$ cat src/rtl/pong_pkg.sv
// Shared types and default timing for the pong match-flow logic.
package pong_pkg;

    typedef enum logic [1:0] {
        ST_FREEZE = 2'd0,
        ST_PLAY   = 2'd1,
        ST_PAUSE  = 2'd2
    } state_e;

    typedef enum logic [1:0] {
        WIN_NONE = 2'b00,
        WIN_P1   = 2'b01,
        WIN_P2   = 2'b10
    } winner_e;

    localparam int unsigned DEF_SERVE_MS    = 2000;
    localparam int unsigned DEF_GAMEOVER_MS = 32767;

    function automatic int unsigned ctr_width(input int unsigned n);
        return (n > 1) ? $clog2(n) : 1;
    endfunction

endpackage

$ cat src/rtl/match_ctrl_freeze_timer.sv
// Loadable down-counter that can be cut short to its final tick by a skip input.
module freeze_timer #(
    parameter int unsigned CNT_W     = 15,
    parameter int unsigned RESET_VAL = 32767
) (
    input  logic             game_clk,
    input  logic             reset,
    input  logic             en_i,
    input  logic             load_i,
    input  logic [CNT_W-1:0] load_val_i,
    input  logic             skip_i,
    output logic             zero_o,
    output logic             one_o
);

    localparam logic [CNT_W-1:0] ONE = CNT_W'(1);

    logic [CNT_W-1:0] cnt_q;

    // Skip lands on 1 rather than 0 so the final-tick actions still fire exactly once.
    always_ff @(posedge game_clk) begin
        if (reset) begin
            cnt_q <= CNT_W'(RESET_VAL);
        end else if (load_i) begin
            cnt_q <= load_val_i;
        end else if (en_i && (cnt_q != '0)) begin
            cnt_q <= (skip_i && (cnt_q > ONE)) ? ONE : cnt_q - ONE;
        end
    end

    assign zero_o = (cnt_q == '0);
    assign one_o  = (cnt_q == ONE);

endmodule

$ cat src/rtl/match_ctrl.sv
// Match flow for the pong core: freeze/serve/play/pause sequencing, scoring,
// win detection with a win-by margin, and rally-length speed ramp.
module match_ctrl
    import pong_pkg::*;
#(
    parameter int unsigned SCORE_W       = 4,
    parameter int unsigned WIN_SCORE     = 9,
    parameter int unsigned WIN_BY        = 1,
    parameter int unsigned FREEZE_W      = 15,
    parameter int unsigned SERVE_MS      = DEF_SERVE_MS,
    parameter int unsigned GAMEOVER_MS   = DEF_GAMEOVER_MS,
    parameter int unsigned SPEED_W       = 5,
    parameter int unsigned SPEED_INIT    = 11,
    parameter int unsigned SPEED_MAX     = 15,
    parameter int unsigned HITS_PER_STEP = 4
) (
    input  logic               game_clk,
    input  logic               reset,
    input  logic               start,
    input  logic               pause,
    input  logic               out_left,
    input  logic               out_right,
    input  logic               hit,
    output logic [SPEED_W-1:0] speed,
    output logic               ball_reset,
    output logic [SCORE_W-1:0] score_p1,
    output logic [SCORE_W-1:0] score_p2,
    output logic [1:0]         winner,
    output logic               paused
);

    localparam int unsigned HIT_W = ctr_width(HITS_PER_STEP);

    localparam logic [SCORE_W-1:0] SCORE_MAX   = '1;
    localparam logic [SCORE_W-1:0] WIN_SCORE_S = SCORE_W'(WIN_SCORE);
    localparam logic [SCORE_W-1:0] WIN_BY_S    = SCORE_W'(WIN_BY);
    localparam logic [SPEED_W-1:0] SPEED_INIT_S = SPEED_W'(SPEED_INIT);
    localparam logic [SPEED_W:0]   SPEED_MAX_W  = (SPEED_W+1)'(SPEED_MAX);
    localparam logic [HIT_W-1:0]   HIT_LAST =
        HIT_W'((HITS_PER_STEP == 0) ? 0 : HITS_PER_STEP - 1);

    state_e             state_q;
    winner_e            winner_q;
    logic               match_over_q;
    logic [SCORE_W-1:0] score_p1_q, score_p2_q;
    logic [SPEED_W-1:0] speed_q, saved_speed_q;
    logic [HIT_W-1:0]   hit_cnt_q;
    logic               ball_reset_q;
    logic               paused_q;

    logic [SCORE_W-1:0] score_p1_d, score_p2_d;
    logic [SPEED_W:0]   speed_inc;
    logic [SPEED_W-1:0] speed_ramp_d;
    logic               point_p1, point_p2, point, win;
    logic               frz_zero, frz_one;
    logic [FREEZE_W-1:0] frz_load_val;

    function automatic logic wins(input logic [SCORE_W-1:0] s,
                                  input logic [SCORE_W-1:0] o);
        logic [SCORE_W-1:0] lead;
        lead = (s >= o) ? s - o : '0;
        return ((s >= WIN_SCORE_S) && (lead >= WIN_BY_S)) || (s == SCORE_MAX);
    endfunction

    always_comb begin
        score_p1_d = (score_p1_q == SCORE_MAX) ? score_p1_q : score_p1_q + 1'b1;
        score_p2_d = (score_p2_q == SCORE_MAX) ? score_p2_q : score_p2_q + 1'b1;

        // Left exit beats right exit when both arrive in one cycle.
        point_p1 = (state_q == ST_PLAY) && out_left;
        point_p2 = (state_q == ST_PLAY) && !out_left && out_right;
        point    = point_p1 || point_p2;
        win      = (point_p1 && wins(score_p1_d, score_p2_q)) ||
                   (point_p2 && wins(score_p2_d, score_p1_q));

        frz_load_val = win ? FREEZE_W'(GAMEOVER_MS) : FREEZE_W'(SERVE_MS);

        speed_inc    = {1'b0, speed_q} + 1'b1;
        speed_ramp_d = (speed_inc > SPEED_MAX_W) ? SPEED_MAX_W[SPEED_W-1:0]
                                                 : speed_inc[SPEED_W-1:0];
    end

    freeze_timer #(
        .CNT_W     (FREEZE_W),
        .RESET_VAL (GAMEOVER_MS)
    ) u_freeze (
        .game_clk   (game_clk),
        .reset      (reset),
        .en_i       (state_q == ST_FREEZE),
        .load_i     (point),
        .load_val_i (frz_load_val),
        .skip_i     (start),
        .zero_o     (frz_zero),
        .one_o      (frz_one)
    );

    always_ff @(posedge game_clk) begin
        if (reset) begin
            state_q       <= ST_FREEZE;
            match_over_q  <= 1'b1;
            score_p1_q    <= '0;
            score_p2_q    <= '0;
            speed_q       <= '0;
            saved_speed_q <= '0;
            hit_cnt_q     <= '0;
            ball_reset_q  <= 1'b1;
            winner_q      <= WIN_NONE;
            paused_q      <= 1'b0;
        end else begin
            ball_reset_q <= (state_q == ST_FREEZE) && frz_one;

            unique case (state_q)
                ST_FREEZE: begin
                    speed_q <= '0;
                    // A finished match is held on screen until the last freeze tick.
                    if (frz_one && match_over_q) begin
                        score_p1_q   <= '0;
                        score_p2_q   <= '0;
                        winner_q     <= WIN_NONE;
                        match_over_q <= 1'b0;
                    end
                    if (frz_zero) begin
                        state_q   <= ST_PLAY;
                        speed_q   <= SPEED_INIT_S;
                        hit_cnt_q <= '0;
                    end
                end

                ST_PLAY: begin
                    if (point) begin
                        if (point_p1) begin
                            score_p1_q <= score_p1_d;
                        end else begin
                            score_p2_q <= score_p2_d;
                        end
                        speed_q   <= '0;
                        state_q   <= ST_FREEZE;
                        hit_cnt_q <= '0;
                        if (win) begin
                            winner_q     <= point_p1 ? WIN_P1 : WIN_P2;
                            match_over_q <= 1'b1;
                        end
                    end else if (pause) begin
                        state_q       <= ST_PAUSE;
                        saved_speed_q <= speed_q;
                        speed_q       <= '0;
                        paused_q      <= 1'b1;
                    end else if (hit && (HITS_PER_STEP != 0)) begin
                        if (hit_cnt_q == HIT_LAST) begin
                            hit_cnt_q <= '0;
                            speed_q   <= speed_ramp_d;
                        end else begin
                            hit_cnt_q <= hit_cnt_q + 1'b1;
                        end
                    end
                end

                ST_PAUSE: begin
                    if (pause) begin
                        state_q  <= ST_PLAY;
                        speed_q  <= saved_speed_q;
                        paused_q <= 1'b0;
                    end
                end

                default: state_q <= ST_FREEZE;
            endcase
        end
    end

    assign speed      = speed_q;
    assign ball_reset = ball_reset_q;
    assign score_p1   = score_p1_q;
    assign score_p2   = score_p2_q;
    assign winner     = winner_q;
    assign paused     = paused_q;

endmodule

$ cat config.mk
export PLATFORM = sky130hd
export DESIGN_NAME = match_ctrl
export DESIGN_NICKNAME = d
export VERILOG_FILES = /design/src/rtl/pong_pkg.sv /design/src/rtl/match_ctrl_freeze_timer.sv /design/src/rtl/match_ctrl.sv
export SDC_FILE = /design/constraint.sdc
export NUM_CORES = 1
export LEC_CHECK = 0
export CORE_UTILIZATION = 40
export DETAILED_ROUTE_END_ITERATION = 7
export GPL_ROUTABILITY_DRIVEN = 0
export GPL_TIMING_DRIVEN = 0
export SYNTH_ARGS = -nofsm -noshare
export SYNTH_HDL_FRONTEND = slang
export SYNTH_SLANG_ARGS = --single-unit
$ cat constraint.sdc
create_clock -name game_clk -period 7.85 [get_ports game_clk]
set_input_delay 1.1775 -clock game_clk [delete_from_list [all_inputs] [get_ports game_clk]]
set_output_delay 1.1775 -clock game_clk [all_outputs]
set_load 0.02 [all_outputs]
# After elaboration in Yosys (flattened, before gate mapping)
# Index checks and enable logic that the tools add are counted.
dict set report classes {
  magnitude_cmp 8
  shifts 0
  n_mul 0
  add_sub_neg 7
  div_mod_pow 0
  n_eq_ne 22
  mux 47
  bitwise 1
  n_reduce_logical 31
}
# op n
set op_table {}
lappend op_table {{$mux W15} 4}
lappend op_table {{$mux W4} 10}
lappend op_table {{$mux W5} 6}
lappend op_table {{$mux W2} 13}
lappend op_table {{$reduce_and A4 Y1} 6}
lappend op_table {{$ne A2 B2 Y1 const B} 9}
lappend op_table {{$eq A4 B4 Y1 const B} 4}
lappend op_table {{$pmux W4 S2} 2}
lappend op_table {{$eq A15 B1 Y1 const B} 1}
lappend op_table {{$gt A15 B1 Y1 const B} 1}
lappend op_table {{$logic_not A15 Y1} 1}
lappend op_table {{$pmux W5 S3} 1}
lappend op_table {{$reduce_bool A15 Y1} 1}
lappend op_table {{$sub A15 B1 Y15 const B} 1}
lappend op_table {{$logic_and A1 B1 Y1} 11}
lappend op_table {{$ne A3 B3 Y1 const B} 3}
lappend op_table {{$add A4 B1 Y4 const B} 2}
lappend op_table {{$ge A4 B1 Y1 const B} 2}
lappend op_table {{$ge A4 B4 Y1} 2}
lappend op_table {{$ge A4 B4 Y1 const B} 2}
lappend op_table {{$pmux W2 S2} 2}
lappend op_table {{$sub A4 B4 Y4} 2}
lappend op_table {{$add A5 B1 Y6 const B} 1}
lappend op_table {{$gt A6 B4 Y1 const B} 1}
lappend op_table {{other kinds (15)} 28}
dict set report word_totals {
  romBits 0
  n_memories 0
  elab_cells 127
  ramBits 0
  latch_bits 0
  out_inout_bits 17
  register_bits 42
  input_bits 7
}

# Longest topological paths before layout
dict set report depth {
  ltp_word 12
  ltp_mapped 14
  ltp_nobuf 13
}

# By module
# Synthesis repeated with hierarchy kept, for this count alone.
dict set report hier_totals {
  cells_unflattened 370
  area_unflattened_um2 2954.1
}
# module area_each_um2 n_inst seq_area_each_um2 cells_each
set modules_own_cells {}
lappend modules_own_cells {match_ctrl 1915.6 1 540.5 249}
lappend modules_own_cells {freeze_timer 1038.5 1 300.3 121}

# Worst setup path before layout
# No wires, ideal clock.
dict set report synth_timing {
  kind {flip-flop to flip-flop}
  start {register score_p1_q[1], in the netlist score_p1[1]}
  end {register u_freeze.cnt_q[13]}
  n_path_buf 1
  t_required_ns 7.728
  setup_time_ns 0.122
  arrival_ns 3.244
  synth_period_minus_slack_ns 3.366
  setup_slack_ns 4.484
  stages_incl_launch_ff 15
  cell_sequence {dfxtp_1 -> ha_1 -> nand3_2 -> xor2_1 -> inv_1 -> ha_1 -> fa_1 -> xor2_1 -> nand3_1 -> a221o_1 -> a21o_1 -> a32oi_2 -> buf_6 -> o41ai_2 -> a221o_1}
}
dict set report synth_via {
  elab_chain_cells 11
  word_cells_on_any_way 22
  cone_classes {add/sub (3); order compare (5); eq/ne (2); mux (5); reduce/logical (7)}
}
# item line
set synth_lines {}
lappend synth_lines {{from (decl)} match_ctrl.sv:45} ;# logic [SCORE_W-1:0] score_p1_q, score_p2_q;
lappend synth_lines {{from (signal assigned)} match_ctrl.sv:132} ;# score_p1_q <= score_p1_d;
lappend synth_lines {{$add A4 B1 Y4 / $eq A4 B4 Y1 (equally long branches)} match_ctrl.sv:66} ;# score_p1_d = (score_p1_q == SCORE_MAX) ? score_p1_q : score_p1_q + 1'b1;
lappend synth_lines {{$mux W4} match_ctrl.sv:66}
lappend synth_lines {{$sub A4 B4 Y4 / $ge A4 B4 Y1 (equally long branches)} match_ctrl.sv:61} ;# lead = (s >= o) ? s - o : '0;
lappend synth_lines {{$mux W4} match_ctrl.sv:61}
lappend synth_lines {{$ge A4 B1 Y1} match_ctrl.sv:62} ;# return ((s >= WIN_SCORE_S) && (lead >= WIN_BY_S)) || (s == SCORE_MAX);
lappend synth_lines {{$logic_and A1 B1 Y1} match_ctrl.sv:62}
lappend synth_lines {{$logic_or A1 B1 Y1} match_ctrl.sv:62}
lappend synth_lines {{$logic_and A1 B1 Y1} match_ctrl.sv:73} ;# win = (point_p1 && wins(score_p1_d, score_p2_q)) ||
lappend synth_lines {{$logic_or A1 B1 Y1 (*)} match_ctrl.sv:73}
lappend synth_lines {{$mux W15 (*)} match_ctrl.sv:76} ;# frz_load_val = win ? FREEZE_W'(GAMEOVER_MS) : FREEZE_W'(SERVE_MS);
lappend synth_lines {{$mux W15 (*)} match_ctrl_freeze_timer.sv:24} ;# end else if (load_i) begin
lappend synth_lines {{to (signal assigned)} match_ctrl_freeze_timer.sv:23} ;# cnt_q <= CNT_W'(RESET_VAL);
lappend synth_lines {{to (signal assigned)} match_ctrl_freeze_timer.sv:25} ;# cnt_q <= load_val_i;
lappend synth_lines {{to (signal assigned)} match_ctrl_freeze_timer.sv:27} ;# cnt_q <= (skip_i && (cnt_q > ONE)) ? ONE : cnt_q - ONE;
lappend synth_lines {{to (decl)} match_ctrl_freeze_timer.sv:18} ;# logic [CNT_W-1:0] cnt_q;
# Mark *: on every way between the ends. The rest lies on a longest branch, timed or not.
# A chain may end at the register's enable or synchronous reset.

# Worst setup path after layout
dict set report layout_timing {
  start {register score_p1_q[1], in the netlist score_p1[1]}
  end {register u_freeze.cnt_q[5]}
}
# Same word-level chain as after synthesis.

==> results.sh <==
export IMPL_cts_root_buf="clkbuf_8"
export IMPL_antenna_found_initial=0
export IMPL_synth_seq_area_share=0.302
export IMPL_viasPerCell=5.76
export IMPL_drc=0
export IMPL_cp_top_family="compound AO/OA/AOI/OAI gates"
export IMPL_clk_latency_ns=0.30
export IMPL_core_area_um2=6760
export IMPL_numClockSinks=42
export IMPL_cts_resized=0
export IMPL_place_hpwl_um=5060
export IMPL_setup_worst_path_start_class="register"
export IMPL_hold_start="saved_speed_q[4]"
export IMPL_antennaDiodeCount=0
export IMPL_fin_cells=457
export IMPL_internal_power_mw=0.332
export IMPL_grt_pass1_vias=2425
export IMPL_clkPwrFrac=0.413
export IMPL_hold_path_class="register to register"
export IMPL_ys_ff_latch=42
export IMPL_grt_use_total=0.195
export IMPL_syn_area_per_cell_um2=8.01
export IMPL_synth_fp_nets=375
export IMPL_grt_busiest_layer="met2"
export IMPL_clock_path_buffers=2
export IMPL_worstPathArrival_ns=3.87
export IMPL_rrSetupSlack_ns=4.17
export IMPL_synth_cells=348
export IMPL_setup_viol=0
export IMPL_drive_above_1_share=0.0849
export IMPL_io_pins=24
export IMPL_cts_setup_buffers=0
export IMPL_period_needed_ns=3.68
export IMPL_pwr_share_comb=0.060
export IMPL_vias=2634
export IMPL_numPortBuffers=22
export IMPL_p_seq_frac=0.527
export IMPL_synth_top_cell_area_share=0.302
export IMPL_netlist_area_um2=2790
export IMPL_synth_cell_types=64
export IMPL_worstSetupStartpoint="score_p1[1]"
export IMPL_ir_worst_vdd_uv=89.6
export IMPL_die_w_um=85.5
export IMPL_grt_setup_unrepaired="false"
export IMPL_max_stage_delay_ns=0.52
export IMPL_crit_buf_inv=2
export IMPL_ys_warn_count=0
export IMPL_fin_skew_ns=0.0144
export IMPL_maxSlewViolCount=0
export IMPL_cts_tree="done"
export IMPL_power_density_nw_per_um2=133
export IMPL_wire_per_inst_um=14.8
export IMPL_swShare=0.224
export IMPL_dr_pass1_iters=4
export IMPL_ant_nets=0
export IMPL_hold_viol_final=0
export IMPL_cts_buffers=5
export IMPL_rr_startpoint="score_p1[1]"
export IMPL_first_iter_violations=93
export IMPL_critPathSlowestCell="dfxtp_1"
export IMPL_use_met3=0.0438
export IMPL_yosys_top_cells_area="dfxtp_1 30%, ha_1 8.1%, nor2_1 5.9%, o21ai_0 5.0%, a21oi_1 3.8%"
export IMPL_cap_violations=0
export IMPL_start_util=0.413
export IMPL_worstSetupPathType="register to register"
export IMPL_die_height_um=85.5
export IMPL_synth_top_area_cell="dfxtp_1"
export IMPL_critPathMaxFanout=10
export IMPL_grt_util_met1=0.262
export IMPL_synth_flop_cell="dfxtp_1"
export IMPL_synthToLayoutAreaGrowth_pct=15.5
export IMPL_rows=30
export IMPL_fin_util=0.477
export IMPL_maxSlewHeadroom=0.649
export IMPL_overflow=0
export IMPL_hold_buffers=0
export IMPL_status="completed"
export IMPL_dp_cells=450
export IMPL_nets=404
export IMPL_clkTransAtPathRegs_ns=0.09
export IMPL_endpoint_kind="register"
export IMPL_leakage_nw=1.16
export IMPL_grt_pass1_wl_um=11500
export IMPL_fmax_mhz=272
export IMPL_worst_slew_pin_slew_ns=0.527
export IMPL_p_sw_mw=0.0960
export IMPL_fin_crit_sh=0.468
export IMPL_dieArea_um2=7310
export IMPL_crit_required_ns=8.04
export IMPL_grt_max_degree=13
export IMPL_synthArstFlopShare=0
export IMPL_tns_ns=0
export IMPL_routed_wl_um=6780
export IMPL_grt_use_met2=0.308
export IMPL_path_cells="ha_1 > nand3_2 > xor2_1 > inv_1 > ha_1 > fa_1 > xor2_1 > nand3_1 > a221o_1 > a21o_1 > a32oi_2 > buf_6 > o21ai_1 > a221o_1"
export IMPL_synth_edf_count=0
export IMPL_h_tree_depth=2
export IMPL_power_total_mw=0.428
## registers in the layout, indices dropped and copies added, names as in the netlist
register,count
ball_reset,1
hit_cnt_q,2
match_over_q,1
paused,1
saved_speed_q,5
score_p1,4
score_p2,4
speed,5
state_q,2
u_freeze.cnt_q,15
winner,2
## layout make-up
class / count / area [um2]
Multi-Input combinational cell: 277 / 1820
Clock buffer: 6 / 82.6
Sequential cell: 42 / 841
Clock inverter: 1 / 30.0
Buffer: 13 / 68.8
Tap cell: 80 / 100
Timing Repair Buffer: 22 / 220
Inverter: 16 / 60.1
Fill cell: 700 / 3540
## cells by family (layout without fill, tap and decap cells)
kind of cell / Yosys count / in the layout / synth area share
AND/OR/NAND/NOR: 139 / 139 / 0.258
AO/OA/AOI/OAI: 105 / 105 / 0.253
flip-flops: 42 / 42 / 0.302
buffers and inverters: 29 / 58 / 0.0462
adder cells (fa/ha/maj): 20 / 20 / 0.0952
multiplexers: 8 / 8 / 0.0310
XOR/XNOR: 5 / 5 / 0.0157
## cell usage after synthesis, drive strengths merged (2+ instances only)
| master | n |
|---|---|
| nor2 | 44 |
| dfxtp | 42 |
| o21ai | 37 |
| nand2 | 23 |
| a21oi | 21 |
| ha | 18 |
| nand3 | 17 |
| inv | 16 |
| nor3 | 13 |
| a22oi | 8 |
| a221o | 7 |
| a31oi | 7 |
| buf | 7 |
| nor2b | 7 |
| clkbuf | 6 |
| mux2i | 6 |
| nand2b | 6 |
| and3 | 5 |
| nand4 | 5 |
| nor3b | 5 |
| nor4 | 3 |
| o211ai | 3 |
| o311ai | 3 |
| or2 | 3 |
| xor2 | 3 |
| a21boi | 2 |
| a21o | 2 |
| fa | 2 |
| mux2 | 2 |
| o21bai | 2 |
| or3 | 2 |
| or3b | 2 |
| xnor2 | 2 |
## power by group through the flow
stage	Clock [mW]	Sequential [mW]	Combinational, mW
floorplan	0	0.229	0.0169
global route	0.193	0.227	0.0293
detailed placement	0	0.231	0.0257
global placement	0	0.230	0.0253
CTS	0.183	0.226	0.0258
finish	0.177	0.226	0.0258
## metal layers
layer | vias to the layer above | share of wire
met4 | 0 | 0.013
met2 | 46 | 0.46
li1 | 1340 | -
met5 | - | 0
met3 | 8 | 0.036
met1 | 1240 | 0.49
## worst reg2reg max path: stages (launching register included)
cell and delay [ns]:
dfxtp_1 0.52, ha_1 0.34, nand3_2 0.13, xor2_1 0.26, inv_1 0.09, ha_1 0.23, fa_1 0.41, xor2_1 0.14
nand3_1 0.08, a221o_1 0.32, a21o_1 0.17, a32oi_2 0.31, buf_6 0.20, o21ai_1 0.07, a221o_1 0.29
## worst paths after layout
| kind | endpoint | depth (start not counted) |
|---|---|---|
| min reg2reg | speed[4] | 2 |
| min | speed[4] | 2 |
| max reg2reg | u_freeze.cnt_q[5] | 14 |
| max | u_freeze.cnt_q[5] | 14 |
## per-stage QoR
step           worst slack, ns  area, um2  hold WS (ns)
2_1_floorplan             4.48       2790         0.438
3_3_place_gp              4.27       3110         0.453
3_5_place_dp              4.20       3110         0.461
4_1_cts                   4.18       3220         0.472
5_1_grt                   3.87       3220         0.493
6_report                  4.17       3220         0.473
## cells in the final DEF, fill, tap and decap left out, drive strengths merged, types with 3 or more instances in the layout
cell type / synthesis / layout
xor2: 3 / 3
o211ai: 3 / 3
nand2b: 6 / 6
nor2b: 7 / 7
nor3b: 5 / 5
nor3: 13 / 13
a221o: 7 / 7
a22oi: 8 / 8
clkdlybuf4s50: 0 / 22
a21oi: 21 / 21
and3: 5 / 5
o21ai: 37 / 37
inv: 16 / 16
mux2i: 6 / 6
or2: 3 / 3
nand4: 5 / 5
dfxtp: 42 / 42
a31oi: 7 / 7
clkbuf: 6 / 12
nor2: 44 / 44
o311ai: 3 / 3
ha: 18 / 18
buf: 7 / 7
nor4: 3 / 3
nand3: 17 / 17
nand2: 23 / 23
No activity file was read; power rests on OpenSTA's default activity.
